[src/rtl/imem_boot_ctrl_46.sv]
// rtl/imem_boot_ctrl_46.sv - boot loader and write-port arbiter for the MIPS instruction memory
//
// Holds the processor in reset while a length-prefixed image arrives on a
// valid/ready word stream. Each image word is written to consecutive word
// addresses starting at BASE_ADDR. After the last write, processor reset stays
// asserted for RST_HOLD cycles. The instruction-memory write port is then
// handed to the processor.
//
// Ports:
//   clk_46, rst_46           clock, synchronous active-high reset
//   start_46                 one-cycle request to (re)start a load
//   ld_valid_46/ld_ready_46  loader handshake; ld_data_46 = length N, then N words
//   cpu_mw*_i_46             processor write port (used only in RUN)
//   mwa_i_46/mwd_i_46/mwr_i_46  write port to instruction memory
//   cpu_rst_46               processor reset
//   busy_46/done_46/err_46   status: loading / running / header rejected
module imem_boot_ctrl_46 #(
  parameter int          DEPTH     = 256,
  parameter logic [31:0] BASE_ADDR = 32'h0000_0000,
  parameter int          RST_HOLD  = 4
) (
  input  logic        clk_46,
  input  logic        rst_46,
  input  logic        start_46,
  input  logic        ld_valid_46,
  input  logic [31:0] ld_data_46,
  output logic        ld_ready_46,
  input  logic [31:0] cpu_mwa_i_46,
  input  logic [31:0] cpu_mwd_i_46,
  input  logic        cpu_mwr_i_46,
  output logic [31:0] mwa_i_46,
  output logic [31:0] mwd_i_46,
  output logic        mwr_i_46,
  output logic        cpu_rst_46,
  output logic        busy_46,
  output logic        done_46,
  output logic        err_46
);

  localparam int CW = $clog2(DEPTH + 1);
  localparam int HW = $clog2(RST_HOLD + 1);

  typedef enum logic [2:0] {
    S_IDLE,
    S_HDR,
    S_LOAD,
    S_HOLD,
    S_RUN,
    S_ERR
  } state_t;

  state_t        state;
  state_t        state_nxt;

  logic [CW-1:0] n_len;
  logic [CW-1:0] cnt;
  logic [31:0]   addr;
  logic [HW-1:0] hold_cnt;

  // Registered loader write, presented one cycle after its handshake.
  logic          wr_q;
  logic [31:0]   wa_q;
  logic [31:0]   wd_q;

  logic          ready;
  logic          hs;
  logic          hdr_bad;
  logic          last_word;

  assign ready       = (state == S_HDR) || (state == S_LOAD);
  assign ld_ready_46 = ready;
  assign hs          = ld_valid_46 && ready;
  assign hdr_bad     = (ld_data_46 == 32'd0) || (ld_data_46 > 32'(DEPTH));
  assign last_word   = (cnt + CW'(1)) == n_len;

  always_ff @(posedge clk_46) begin
    if (rst_46) begin
      state <= S_IDLE;
    end else begin
      state <= state_nxt;
    end
  end

  always_comb begin
    state_nxt  = state;
    busy_46    = 1'b0;
    done_46    = 1'b0;
    err_46     = 1'b0;
    cpu_rst_46 = 1'b1;
    case (state)
      S_IDLE: begin
        if (start_46) state_nxt = S_HDR;
      end
      S_HDR: begin
        busy_46 = 1'b1;
        if (hs) state_nxt = hdr_bad ? S_ERR : S_LOAD;
      end
      S_LOAD: begin
        busy_46 = 1'b1;
        if (hs && last_word) state_nxt = S_HOLD;
      end
      S_HOLD: begin
        busy_46 = 1'b1;
        if (hold_cnt == HW'(1)) state_nxt = S_RUN;
      end
      S_RUN: begin
        cpu_rst_46 = 1'b0;
        done_46    = 1'b1;
        if (start_46) state_nxt = S_HDR;
      end
      S_ERR: begin
        err_46 = 1'b1;
        if (start_46) state_nxt = S_HDR;
      end
      default: state_nxt = S_IDLE;
    endcase
  end

  // The processor owns the write port only while RUN is the registered state,
  // so a restart request cuts the pass-through on the same edge that raises
  // cpu_rst_46.
  always_comb begin
    mwa_i_46 = wa_q;
    mwd_i_46 = wd_q;
    mwr_i_46 = wr_q;
    if (state == S_RUN) begin
      mwa_i_46 = cpu_mwa_i_46;
      mwd_i_46 = cpu_mwd_i_46;
      mwr_i_46 = cpu_mwr_i_46;
    end
  end

  always_ff @(posedge clk_46) begin
    if (rst_46) begin
      n_len    <= '0;
      cnt      <= '0;
      addr     <= '0;
      hold_cnt <= '0;
      wr_q     <= 1'b0;
      wa_q     <= '0;
      wd_q     <= '0;
    end else begin
      wr_q <= 1'b0;
      case (state)
        S_HDR: begin
          if (hs && !hdr_bad) begin
            // hdr_bad guarantees N <= DEPTH, so the narrowing is lossless.
            n_len <= ld_data_46[CW-1:0];
            cnt   <= '0;
            addr  <= BASE_ADDR;
          end
        end
        S_LOAD: begin
          if (hs) begin
            wr_q <= 1'b1;
            wa_q <= addr;
            wd_q <= ld_data_46;
            addr <= addr + 32'd4;
            cnt  <= cnt + CW'(1);
            if (last_word) hold_cnt <= HW'(RST_HOLD);
          end
        end
        S_HOLD: begin
          hold_cnt <= hold_cnt - HW'(1);
        end
        default: ;
      endcase
    end
  end

endmodule

[config.mk]
export PLATFORM = sky130hd
export DESIGN_NAME = imem_boot_ctrl_46
export DESIGN_NICKNAME = d
export VERILOG_FILES = /design/src/rtl/imem_boot_ctrl_46.sv
export SDC_FILE = /design/constraint.sdc
export NUM_CORES = 1
export LEC_CHECK = 0
export ABC_CLOCK_PERIOD_IN_PS = 7250
export CAP_MARGIN = 5
export CORE_MARGIN = 5
export CORE_UTILIZATION = 45
export DETAILED_ROUTE_END_ITERATION = 12
export GPL_ROUTABILITY_DRIVEN = 0
export PLACE_DENSITY = 0.85
export SETUP_SLACK_MARGIN = 0.3
export SLEW_MARGIN = 20
export SYNTH_ARGS = -nofsm -noshare
export SYNTH_HDL_FRONTEND = slang
export SYNTH_SLANG_ARGS = --single-unit
[constraint.sdc]
create_clock -name clk_46 -period 7.25 [get_ports clk_46]
set_clock_uncertainty 0.2 [all_clocks]
set_input_delay 0.725 -clock clk_46 [delete_from_list [all_inputs] [get_ports clk_46]]
set_output_delay 0.725 -clock clk_46 [all_outputs]
set_load 0.05 [all_outputs]
==> metrics <==
status completed; first-pass GRT wire length between 20000 and 30000 µm; f_max between 200 and 250 MHz; Cells after DPL about 1000; router iterations before antenna repair 6; Synth Area in XOR/XNOR 0.0256; routed vias about 5700; EDFF count, synth 0; reg2reg end addr[30]$_SDFFE_PP0P_; fin. max-slew vios 0; Post-Syn Area 0.00615 mm²; CTS tree yes; Post-Syn Area per Cell around 8.4 µm²; Seq cells post-synth 117; Remaining Overflow, GRT 0; Reg clk slew, reported paths 0.06 ns; most common cell after layout, fill and taps aside clkdlybuf4s50_1; most frequent cells in the layout clkdlybuf4s50_1 (169), nand2_1 (145), dfxtp_1 (117); FF+latch area ~0.0023 mm²; Post-CTS Setup Bufs 0; Die H around 130 µm; Hold Crit Depth 2; Row Count 42; final WL 16300 µm; Worst-Margin Slew between 0.9 and 1 ns; CP cell instances nor2_1 > nand2_1 > inv_2 > buf_4 > mux2_2 > clkdlybuf4s50_1; post-synthesis mux area share 0.161; Vias per Instance approximately 5.4; Initial Utilization 0.461; largest family of logic cells by synthesized area simple AND/OR/NAND/NOR gates; nets@finish slightly below 1000; CP Class register to primary output; CTS Sinks around 120; share of layout cells above drive strength 1 0.141; Final Hold Fails 0; die area 0.0161 mm²; initial antenna violation count 0; DP HPWL between 10000 and 15000 µm; Critical Path RT about 6.3 ns; ranking of synthesized cells by area dfxtp_1 (38%), mux2_2 (12%), nand2_1 (8.9%), a21oi_1 (6.8%), mux2i_1 (4.6%); GRT Resource Usage Total 0.196; H-tree lvl count 4; worst skew pair latency roughly 0.41 ns; Crit Path Max Fanout 39; RSZ-0062 raised after global routing no; clk root buf clkbuf_16; Compound-Gate Fraction of Synth Area 0.136; data arrival time of the worst path 3.42 ns; Slew headroom 0.355; register area share after synthesis 0.381; cts repair resizes 0; area grow syn2layout 37.9%; cells after synthesis 730; Worst Hold Class register to register; Antenna diodes 0; adder-cell share of the synthesized area 0.00814; hold endpoint wd_q[1]$_SDFFE_PP0P_; area share of the largest cell type after synthesis 0.381; Setup TNS 0 ns; final worst path period need between 4 and 5 ns; Worst R2R Start state[1]$_SDFFE_PP0P_; Hold Path Origin wd_q[1]$_SDFFE_PP0P_; post-synth cell types 56; Syn Nets between 800 and 900; Filler Cells Inserted ~1100; CP endpoint kind primary output; Setup-failing EPs final 0; Max stage delay on crit path approximately 0.72 ns; post-synth top area cell dfxtp_1; Post-CTS Hold Fix Bufs 0; Synth Area in Simple Gates 0.247; final non-filler cell total 1058; post-route ant nets 0; final period utilization 0.600; Reg2Reg Depth 6; CORE AREA between 0.01 and 0.015 mm²; # port buffers between 150 and 200; DR iter-0 viols 459; flop-to-flop setup slack ~4.5 ns; CTS Buf Count 17; Pwr per Cell Area between 150 and 200 mW/mm²; vias in the first global route roughly 5400; Leakage slightly below 3 nW; residual DRC count 0; Multi-input gate area ~0.0036 mm²; Clock Tree Buf Depth 2; routed len/inst about 15 µm; Worst Setup Start Kind register; Worst Hold Slack roughly 0.25 ns; num ports approximately 170; Critical-path top delay cell clkdlybuf4s50_1; largest net degree at the start of global routing 103; top_reg_cell synth dfxtp_1; asr flop ratio synth 0; Max-Cap Viols 0; Max VDD drop between 0.15 and 0.2 mV; yosys warns 0; die width ~130 µm
## report_power, final
part,internal (mW),switching (mW),leakage (nW)
combinational,0.0825,0.0816,1.75
clock,0.524,0.296,0.279
sequential,0.644,0.00241,0.942
## metal layers
layer,track usage,vias to the layer above,wire length (µm)
met3,0.0437,25,784
li1,-,2859,-
met2,0.336,146,8340
met5,0,-,0
met4,0.0536,0,244
met1,0.248,2713,6930
## worst max path at each step
| stage | slack, ns | end | cells after the start | start |
|---|---|---|---|---|
| final | 2.90 | mwa_i_46[31] | 6 | state[1]$_SDFFE_PP0P_ |
| after global routing | 2.68 | mwd_i_46[19] | 6 | state[1]$_SDFFE_PP0P_ |
| after CTS | 2.86 | mwa_i_46[31] | 6 | state[1]$_SDFFE_PP0P_ |
| after detailed placement | 3.31 | mwa_i_46[31] | 6 | state[1]$_SDFFE_PP0P_ |
| after global placement | 3.38 | mwa_i_46[6] | 6 | state[1]$_SDFFE_PP0P_ |
| after floorplan | 4.16 | mwa_i_46[22] | 6 | state[0]$_SDFFE_PP0P_ |
## cell type report
class,count,area share
flip-flops and latches,117,0.276
clock buffers,21,0.0543
clock inverters,11,0.0150
repair buffers,175,0.204
well taps,176,0.0260
inverters,8,0.00354
multi-input cells,550,0.421
## Yosys cell counts (6+ instances only)
| master | number |
|---|---|
| inv_1 | 6 |
| mux2_2 | 63 |
| buf_1 | 8 |
| nor4_1 | 6 |
| clkbuf_1 | 34 |
| xnor2_1 | 8 |
| nand3_1 | 37 |
| o21ai_0 | 7 |
| dfxtp_1 | 117 |
| nor2_1 | 28 |
| a21oi_1 | 84 |
| nor3_1 | 11 |
| nand4_1 | 15 |
| mux2i_1 | 28 |
| buf_2 | 12 |
| nand3b_1 | 20 |
| nand2_1 | 146 |
| xor2_1 | 10 |
## metrics by stage
step | area [µm²] | utilization | setup WS, ns | total power [mW]
4_1_cts | 8470 | 0.635 | 2.86 | 1.64
3_3_place_gp | 7890 | 0.591 | 3.38 | 0.822
5_1_grt | 8480 | 0.636 | 2.68 | 1.68
2_1_floorplan | 6150 | - | 4.16 | 0.740
3_5_place_dp | 7890 | 0.591 | 3.31 | 0.824
6_report | 8480 | 0.636 | 2.90 | 1.63
## cell families (layout without fill, tap and decap cells)
family | count (synthesis) | count (layout)
compound gates | 131 | 131
fa+ha+maj | 4 | 4
xor+xnor | 18 | 18
buf+inv | 63 | 215
mux | 91 | 91
simple gates | 306 | 306
flops | 117 | 117
## state kept, by name (all words and copies together) (netlist names)
signal,flops
n_len,9
wd_q,32
wa_q,30
state,3
addr,30
cnt,9
wr_q,1
hold_cnt,3
## worst max-delay path, delay by kind of cell, from the launching register on
| family | cells | cell delay [ns] |
|---|---|---|
| simple gates | 2 | 0.38 |
| flops | 1 | 0.45 |
| buf+inv | 3 | 1.75 |
| mux | 1 | 0.40 |
Note: power is estimated with default switching activity, not from simulation.
